`src/rtl/alu_operand_b_stage_if.sv`:
```
// alu_operand_b_stage_if
//  Request and response bundle for the ALU source-B operand stage.
//  Request side : in_data_i, sel_i, mode_i, in_valid_i  -> stage
//                 in_ready_o                             <- stage
//  Response side: out_data_o, out_valid_o                <- stage
//                 out_ready_i                            -> stage
//  slave  modport: the operand stage itself.
//  master modport: whoever issues requests and consumes operands.
interface alu_operand_b_stage_if #(
  parameter int WIDTH  = 32,
  parameter int NUM_IN = 5,
  parameter int SEL_W  = 3
) ();
  logic [NUM_IN*WIDTH-1:0] in_data_i;
  logic [SEL_W-1:0]        sel_i;
  logic [1:0]              mode_i;
  logic                    in_valid_i;
  logic                    in_ready_o;
  logic [WIDTH-1:0]        out_data_o;
  logic                    out_valid_o;
  logic                    out_ready_i;

  modport slave (
    input  in_data_i, sel_i, mode_i, in_valid_i, out_ready_i,
    output in_ready_o, out_data_o, out_valid_o
  );

  modport master (
    output in_data_i, sel_i, mode_i, in_valid_i, out_ready_i,
    input  in_ready_o, out_data_o, out_valid_o
  );
endinterface

```
`src/rtl/alu_operand_b_stage.sv`:
```
// alu_operand_b_stage
//  Registered ALU source-B select. Picks one of NUM_IN packed operands or the
//  increment constant, applies an immediate-extension mode, and buffers the
//  result in a 2-entry valid/ready queue. Illegal selects raise a sticky
//  error flag and bump a saturating 8-bit counter.
//  Ports:
//    clk         rising-edge clock
//    reset_n     asynchronous active-low reset
//    bus         request/response bundle (slave side)
//    flush_i     empties the queue at the next edge
//    clr_err_i   clears err_o at the next edge
//    err_o       sticky illegal-select flag
//    err_cnt_o   saturating count of accepted illegal selects
module alu_operand_b_stage #(
  parameter int          WIDTH     = 32,
  parameter int          NUM_IN    = 5,
  parameter int          SEL_W     = 3,
  parameter int          IMM_W     = 16,
  parameter int unsigned CONST_INC = 4
) (
  input  logic                  clk,
  input  logic                  reset_n,
  alu_operand_b_stage_if.slave  bus,
  input  logic                  flush_i,
  input  logic                  clr_err_i,
  output logic                  err_o,
  output logic [7:0]            err_cnt_o
);

  logic [WIDTH-1:0] src [NUM_IN];
  logic [WIDTH-1:0] picked;
  logic [IMM_W-1:0] imm;
  logic [WIDTH-1:0] sext_val;
  logic [WIDTH-1:0] result;
  logic             sel_illegal;

  logic [1:0]       count_q, count_d;
  logic [WIDTH-1:0] head_q, head_d;
  logic [WIDTH-1:0] tail_q, tail_d;
  logic             err_q, err_d;
  logic [7:0]       err_cnt_q, err_cnt_d;

  logic push, pop, illegal_push;

  genvar gi;
  generate
    for (gi = 0; gi < NUM_IN; gi++) begin : g_src
      assign src[gi] = bus.in_data_i[gi*WIDTH +: WIDTH];
    end
  endgenerate

  // Select decode and immediate extension, evaluated on the request inputs
  // so the result is ready to be captured on the push edge.
  always_comb begin
    picked = '0;
    for (int k = 0; k < NUM_IN; k++) begin
      if (bus.sel_i == SEL_W'(k)) picked = src[k];
    end
    imm      = picked[IMM_W-1:0];
    sext_val = {{(WIDTH-IMM_W){imm[IMM_W-1]}}, imm};
    sel_illegal = (bus.sel_i > SEL_W'(NUM_IN));

    if (bus.sel_i == SEL_W'(NUM_IN)) begin
      result = WIDTH'(CONST_INC);
    end else if (sel_illegal) begin
      result = '0;
    end else begin
      case (bus.mode_i)
        2'b00:   result = picked;
        2'b01:   result = sext_val;
        2'b10:   result = {{(WIDTH-IMM_W){1'b0}}, imm};
        default: result = sext_val << 2;
      endcase
    end
  end

  // in_ready depends only on registered occupancy (and reset), never on out_ready.
  assign bus.in_ready_o  = reset_n & (count_q != 2'd2);
  assign bus.out_valid_o = (count_q != 2'd0);
  assign bus.out_data_o  = head_q;
  assign err_o           = err_q;
  assign err_cnt_o       = err_cnt_q;

  assign push         = bus.in_valid_i & bus.in_ready_o;
  assign pop          = bus.out_valid_o & bus.out_ready_i;
  // A push discarded by flush still reports its illegal select.
  assign illegal_push = push & sel_illegal;

  always_comb begin
    count_d = count_q;
    head_d  = head_q;
    tail_d  = tail_q;
    if (flush_i) begin
      count_d = 2'd0;
    end else begin
      case (count_q)
        2'd0: begin
          if (push) begin
            head_d  = result;
            count_d = 2'd1;
          end
        end
        2'd1: begin
          if (push && pop) begin
            head_d = result;          // old head leaves, new entry takes its place
          end else if (push) begin
            tail_d  = result;
            count_d = 2'd2;
          end else if (pop) begin
            count_d = 2'd0;
          end
        end
        default: begin
          if (pop) begin
            head_d  = tail_q;
            count_d = 2'd1;
          end
        end
      endcase
    end

    err_d = err_q;
    if (illegal_push)   err_d = 1'b1;   // new event beats a simultaneous clear
    else if (clr_err_i) err_d = 1'b0;

    err_cnt_d = err_cnt_q;
    if (illegal_push && (err_cnt_q != 8'hFF)) err_cnt_d = err_cnt_q + 8'd1;
  end

  always_ff @(posedge clk or negedge reset_n) begin
    if (!reset_n) begin
      count_q   <= 2'd0;
      head_q    <= '0;
      tail_q    <= '0;
      err_q     <= 1'b0;
      err_cnt_q <= 8'd0;
    end else begin
      count_q   <= count_d;
      head_q    <= head_d;
      tail_q    <= tail_d;
      err_q     <= err_d;
      err_cnt_q <= err_cnt_d;
    end
  end

endmodule

```
`src/flat_wrapper.sv`:
```
// flat-port wrapper written by rule: the top's interface ports become plain ports
module alu_operand_b_stage_flat 
#(
  parameter int          WIDTH     = 32,
  parameter int          NUM_IN    = 5,
  parameter int          SEL_W     = 3,
  parameter int          IMM_W     = 16,
  parameter int unsigned CONST_INC = 4
)
  (clk, reset_n, flush_i, clr_err_i, err_o, err_cnt_o, bus_in_data_i, bus_sel_i, bus_mode_i, bus_in_valid_i, bus_out_ready_i, bus_in_ready_o, bus_out_data_o, bus_out_valid_o);
  alu_operand_b_stage_if #(.WIDTH(WIDTH), .NUM_IN(NUM_IN), .SEL_W(SEL_W)) bus_i ();
  input  logic clk;
  input  logic reset_n;
  input  logic flush_i;
  input  logic clr_err_i;
  output logic err_o;
  output logic [7:0] err_cnt_o;
  input wire logic [$bits(bus_i.in_data_i)-1:0] bus_in_data_i;
  input wire logic [$bits(bus_i.sel_i)-1:0] bus_sel_i;
  input wire logic [$bits(bus_i.mode_i)-1:0] bus_mode_i;
  input wire logic [$bits(bus_i.in_valid_i)-1:0] bus_in_valid_i;
  input wire logic [$bits(bus_i.out_ready_i)-1:0] bus_out_ready_i;
  output wire logic [$bits(bus_i.in_ready_o)-1:0] bus_in_ready_o;
  output wire logic [$bits(bus_i.out_data_o)-1:0] bus_out_data_o;
  output wire logic [$bits(bus_i.out_valid_o)-1:0] bus_out_valid_o;
  assign bus_i.in_data_i = bus_in_data_i;
  assign bus_i.sel_i = bus_sel_i;
  assign bus_i.mode_i = bus_mode_i;
  assign bus_i.in_valid_i = bus_in_valid_i;
  assign bus_i.out_ready_i = bus_out_ready_i;
  assign bus_in_ready_o = bus_i.in_ready_o;
  assign bus_out_data_o = bus_i.out_data_o;
  assign bus_out_valid_o = bus_i.out_valid_o;
  alu_operand_b_stage #(.WIDTH(WIDTH), .NUM_IN(NUM_IN), .SEL_W(SEL_W), .IMM_W(IMM_W), .CONST_INC(CONST_INC)) u_core (.clk(clk), .reset_n(reset_n), .bus(bus_i), .flush_i(flush_i), .clr_err_i(clr_err_i), .err_o(err_o), .err_cnt_o(err_cnt_o));
endmodule
```
`config.mk`:
```
export PLATFORM = sky130hd
export DESIGN_NAME = alu_operand_b_stage_flat
export DESIGN_NICKNAME = d
export VERILOG_FILES = /design/src/rtl/alu_operand_b_stage_if.sv /design/src/rtl/alu_operand_b_stage.sv /design/src/flat_wrapper.sv
export SDC_FILE = /design/constraint.sdc
export NUM_CORES = 1
export LEC_CHECK = 0
export ABC_AREA = 1
export CAP_MARGIN = 20
export CORE_ASPECT_RATIO = 1.2
export CORE_MARGIN = 2
export CORE_UTILIZATION = 44
export CTS_CLUSTER_DIAMETER = 100
export DETAILED_ROUTE_END_ITERATION = 7
export HOLD_SLACK_MARGIN = 0.08
export PLACE_DENSITY = 0.79
export SLEW_MARGIN = 20
export SYNTH_ARGS = -nofsm -noshare
export SYNTH_HDL_FRONTEND = slang
export SYNTH_SLANG_ARGS = --single-unit
```
`constraint.sdc`:
```
create_clock -name clk -period 1.8 [get_ports clk]
set_input_delay 0.45 -clock clk [delete_from_list [all_inputs] [get_ports clk]]
set_output_delay 0.45 -clock clk [all_outputs]
set_load 0.02 [all_outputs]
```
== Word-level counts from Yosys, hierarchy flattened ==
Cells that the tools add are included.
W data, S select, Z words.

* Add/sub/neg operators: 1
* Equality and inequality tests: 15
* Multiplexer cells: 21
* Reductions and logical operators: 12
* $lt $le $gt $ge: 1
* Bitwise operators: 6

{| class="wikitable"
|+ Operators by type and width
! cell !! count
|-
| $mux W32 || 10
|-
| $pmux W32 S3 || 1
|-
| $pmux W32 S2 || 1
|-
| $mux W2 || 6
|-
| $reduce_and A4 Y1 || 3
|-
| $add A8 B1 Y8 const B || 1
|-
| $ne A8 B8 Y1 const B || 1
|-
| $eq A3 B2 Y1 const B || 2
|-
| $eq A3 B3 Y1 const B || 2
|-
| $and A1 B1 Y1 || 4
|-
| $eq A2 B1 Y1 const B || 2
|-
| $logic_not A2 Y1 || 2
|-
| $ne A2 B1 Y1 const B || 2
|-
| $ne A4 B2 Y1 const B || 1
|-
| $pmux W2 S2 || 1
|-
| $reduce_bool A2 Y1 || 2
|-
| $reduce_bool A4 Y1 || 1
|-
| $eq A3 B1 Y1 const B || 1
|-
| $gt A3 B3 Y1 const B || 1
|-
| $logic_not A3 Y1 || 1
|-
| $ne A3 B2 Y1 const B || 1
|-
| $ne A3 B3 Y1 const B || 1
|-
| $reduce_bool A3 Y1 || 1
|-
| $eq A2 B2 Y1 const B || 1
|-
| 4 further kinds || 7
|}

* Output and inout port bits: 43
* Word-level logic and storage cells: 61
* Bits in registers: 75
* Input bits: 171

== Longest topological paths before layout ==
* Depth in word-level cells: 11
* Depth in mapped cells: 14
* Depth with buffers taken out: 13

== Worst setup path after synthesis ==
No wires, ideal clock.

* Path kind: in2reg
* From: in bus_sel_i[1]
* To: reg u_core.head_q[16] (netlist: u_core.bus.out_data_o[16])
* Path buffers: 3
* Slack: -33 ps
* Required time: 1,684 ps
* Cell stages on the path: 12
* Data arrival time: 1,717 ps
* Setup time: 116 ps
* Cell sequence: buf_2 > nor2_4 > nand2_2 > buf_4 > buf_6 > or2_1 > nand2_1 > nand2_1 > nand2_1 > nand2_1 > nand2_1 > nand2_1

* Cells in the longest elaborated chain, start to end: 11
* Elaborated cells on any way between the ends: 18
* Classes of those cells: order compare: 1; eq/ne: 5; mux: 11; reduce/logical: 1

{| class="wikitable"
|+ Ends and longest elaborated chain
! what !! line !! source
|-
| start: declaration || flat_wrapper.sv:19 || <nowiki>input wire logic [$bits(bus_i.sel_i)-1:0] bus_sel_i;</nowiki>
|-
| $logic_not A3 Y1 || alu_operand_b_stage.sv:57 || <nowiki>if (bus.sel_i == SEL_W'(k)) picked = src[k];</nowiki>
|-
| $mux W32 (5 in series) || alu_operand_b_stage.sv:57 ||
|-
| $pmux W32 S3 || alu_operand_b_stage.sv:68 || <nowiki>case (bus.mode_i)</nowiki>
|-
| $mux W32 || alu_operand_b_stage.sv:65 || <nowiki>end else if (sel_illegal) begin</nowiki>
|-
| $mux W32 (*) || alu_operand_b_stage.sv:63 || <nowiki>if (bus.sel_i == SEL_W'(NUM_IN)) begin</nowiki>
|-
| $mux W32, on equally long branches || alu_operand_b_stage.sv:104, alu_operand_b_stage.sv:98 ||
|-
| $pmux W32 S2 (*) || alu_operand_b_stage.sv:96 || <nowiki>case (count_q)</nowiki>
|-
| end signal: assignment || alu_operand_b_stage.sv:133 || <nowiki>head_q <= '0;</nowiki>
|-
| end signal: assignment || alu_operand_b_stage.sv:139 || <nowiki>head_q <= head_d;</nowiki>
|-
| end: declaration || alu_operand_b_stage.sv:38 || <nowiki>logic [WIDTH-1:0] head_q, head_d;</nowiki>
|}

Mark *: on every way between the ends. The rest lies on a longest branch, timed or not. The select of a mux whose other input is x is not followed.
A chain may end at the register's enable or synchronous reset.

== Worst setup path after layout ==
* From: reg u_core.err_q (netlist: u_core.err_o)
* To: out err_o

{| class="wikitable"
|+ RTL lines
! what !! line !! source
|-
| start: declaration || alu_operand_b_stage.sv:40 || <nowiki>logic err_q, err_d;</nowiki>
|-
| start signal: assignment || alu_operand_b_stage.sv:141 || <nowiki>err_q <= err_d;</nowiki>
|-
| end: declaration || flat_wrapper.sv:16 || <nowiki>output logic err_o;</nowiki>
|}

No word-level cell between the ends.

==> impl_metrics.tcl <==
set metrics [dict create \
    cpPeakStageDelay_ns 0.64 \
    worstSetupPathType "reg2out" \
    rows 43 \
    muxShareOfSynthArea 0.00212 \
    crit_fanout 2 \
    cts_sinks 75 \
    worstHoldPathType "in2async" \
    wirelength_mm 18.0 \
    synthesis.nets 1031 \
    power.leakage_uw 0.00448 \
    die_x_um 104 \
    htree_levels 3 \
    rsz0062_at_grt "yes" \
    synth_area_per_cell_um2 6.17 \
    drive_gt1_frac 0.106 \
    mostFrequentLayoutCell "nand2_1" \
    num_vias 6280 \
    setup_violations 0 \
    syn_area_um2 5300 \
    crit_buf_inv 1 \
    cp-end-kind "primary output" \
    ys.flop_type "dfrtp_1" \
    fin_skew_ns 0.00491 \
    yosysWarnings 0 \
    port_buffers 213 \
    detailed_place_hpwl_mm 13.7 \
    place.gp.congestion 0.899 \
    required_ns 1.35 \
    max_freq_mhz 561 \
    clk_latency_ns 0.33 \
    drc_errors 0 \
    clockBufferDepth 2 \
    layout_min_cycle_time_ns 1.78 \
    synth_xor_area_frac 0.0116 \
    cts_tree "yes" \
    start_kind "flop" \
    grt_pass1_vias 5865 \
    die_y_um 124 \
    status "complete, no violations" \
    coreArea_um2 11700 \
    cap_violations 0 \
    holdWs_ns 0.363 \
    path_clk_slew_ns 0.06 \
    slew_headroom 0.417 \
    final_util 0.720 \
    final_cell_mix "279 x nand2_1, 192 x clkdlybuf4s50_1, 152 x nor2_1" \
    gr-total-overflow 0 \
    synth-simple-area-share 0.445 \
    path_cells "clkdlybuf4s50_1" \
    synth.yosys.seq_area_share 0.354 \
    finalNonFillerCells 1255 \
    antenna_found_initial 0 \
    dieArea_um2 12900 \
    postSynthCellCount 859 \
    via_per_inst 5.00 \
    ant_nets 0 \
    cts_root_buffer "clkbuf_16" \
    synth_top_family_by_area "simple AND/OR/NAND/NOR gates" \
    layout.nets 1265 \
    grt_pass1_wl_mm 28.8 \
    slowest_stage "clkdlybuf4s50_1" \
    synth_fa_ha_area_frac 0.00236 \
    antenna_cells 0 \
    drt-pass1-iter-count 7 \
    worst_slew_pin_slew_ns 0.874 \
    synth_compound_area_frac 0.0805 \
    ys_ff_latch 75 \
    worstPathArrival_ns 1.33 \
    hold_violations 0 \
    drt_iter0_markers 396 \
    cp_top_family "buffers and inverters" \
    ios 214 \
    synthArstFlopShare 1.00 \
    ys_types 37 \
    synth_edf_count 0 \
    grtUsageTotal 0.276 \
    grt_max_degree 69 \
    finalMaxSlewViolations 0 \
    area_delta_synth_final_pct 58.6 \
    cts_inserted_buffers 9 \
    p_per_area_nw_per_um2 949 \
    irDropWorstVdd_uv 697 \
    start_util 0.454 \
    post-place-cells 1232 \
    finalCritPeriodShare 0.990 \
    routedWlPerCell_um 14.3 \
]
-- area by class of cell --
| type | instances | area [µm²] |
|---|---|---|
| Sequential cell | 75 | 1880 |
| Clock buffer | 10 | 239 |
| Inverter | 87 | 327 |
| Multi-Input combinational cell | 652 | 2990 |
| Tap cell | 157 | 196 |
| Fill cell | 990 | 3270 |
| Timing Repair Buffer | 268 | 2710 |
| Clock inverter | 6 | 65.1 |
-- worst paths after layout --
path | startpoint | end | slack [ns] | cells after the start
min in group clk | u_core.bus.out_data_o[21] | u_core.bus.out_data_o[21] | 0.48 | 2
max in group asynchronous | reset_n | u_core.count_q[1] | 0.80 | 2
min reg2reg | u_core.bus.out_data_o[21] | u_core.bus.out_data_o[21] | 0.48 | 2
min | reset_n | u_core.tail_q[18] | 0.36 | 2
max reg2reg | u_core.count_q[1] | u_core.count_q[1] | 0.11 | 6
max | u_core.err_o | err_o | 0.02 | 1
-- Yosys cell counts (2+ instances only) --
library cell	instances	area, µm²
nand4_1	27	169
clkbuf_1	20	75.1
o21ai_1	37	185
nor3_1	2	10.0
nand2_2	3	18.8
nand2_1	285	1070
xor2_1	4	35.0
buf_2	14	70.1
buf_1	2	7.51
or2_2	3	18.8
nand3_1	67	335
nor2_2	2	12.5
a31oi_1	12	75.1
buf_6	2	22.5
o21ai_0	3	15.0
dfrtp_1	75	1880
nor2_1	157	589
or2_1	12	75.1
inv_1	81	304
inv_2	5	18.8
buf_4	7	52.6
o211ai_1	2	15.0
a21oi_1	21	105
xnor2_1	3	26.3
-- what timing repair did --
| action | CTS | global route |
|---|---|---|
| setup buffers | 2 | 3 |
| endpoints found under the setup margin | 83 | 79 |
| hold endpoints to repair | 7 | 0 |
| pin swaps | 5 | 9 |
| cloned | 0 | 1 |
| resized for setup | 27 | 37 |
| hold buffers | 1 | 0 |
-- per-stage QoR --
step	area, µm²	total power, µW	setup WS, ns	TNS (ns)
3_3_place_gp	7890	6100	-0.769	-42.90
4_1_cts	8250	7960	0.00293	0
2_1_floorplan	5300	4460	0.00795	0
5_1_grt	8410	8460	-0.0521	-0.179
6_report	8410	7980	0.0174	0
3_5_place_dp	7890	6170	-0.830	-45.10
-- worst reg2reg max path, cell delays in order (launching register included) --
cell and delay [ns]:
dfrtp_2 0.44, inv_2 0.07, buf_4 0.52, o211ai_1 0.22
nand3_1 0.18, nor2_1 0.06, a21oi_1 0.12
-- registers in the layout, indices dropped and copies added (netlist names) --
signal / count
u_core.tail_q: 32
u_core.bus.out_data_o: 32
u_core.count_q: 2
u_core.err_cnt_o: 8
u_core.err_o: 1
-- metal layers --
metal | track usage | vias up | wire length, µm
li1 | - | 3156 | -
met1 | 0.353 | 2809 | 7340
met2 | 0.458 | 281 | 8810
met3 | 0.0702 | 34 | 1430
met4 | 0.0819 | 0 | 414
met5 | 0 | - | 0
-- kinds of logic (layout without fill, tap and decap cells) --
kind of cell / after synthesis / in the layout
AOI/OAI and AO/OA: 79 / 79
xor gates and xnor gates: 7 / 7
adders and majority gates: 1 / 1
buffers and inverters: 132 / 371
DFF: 75 / 75
muxes: 1 / 1
and+or+nand+nor: 564 / 564
-- where the power goes --
part	internal, µW	leakage (µW)	switching [µW]
logic	1620	0.00336	1760
registers	2350	0.000972	438
clock network	1110	0.000148	699
total	5080	0.00448	2900
Power figures use the tool's default switching activity.
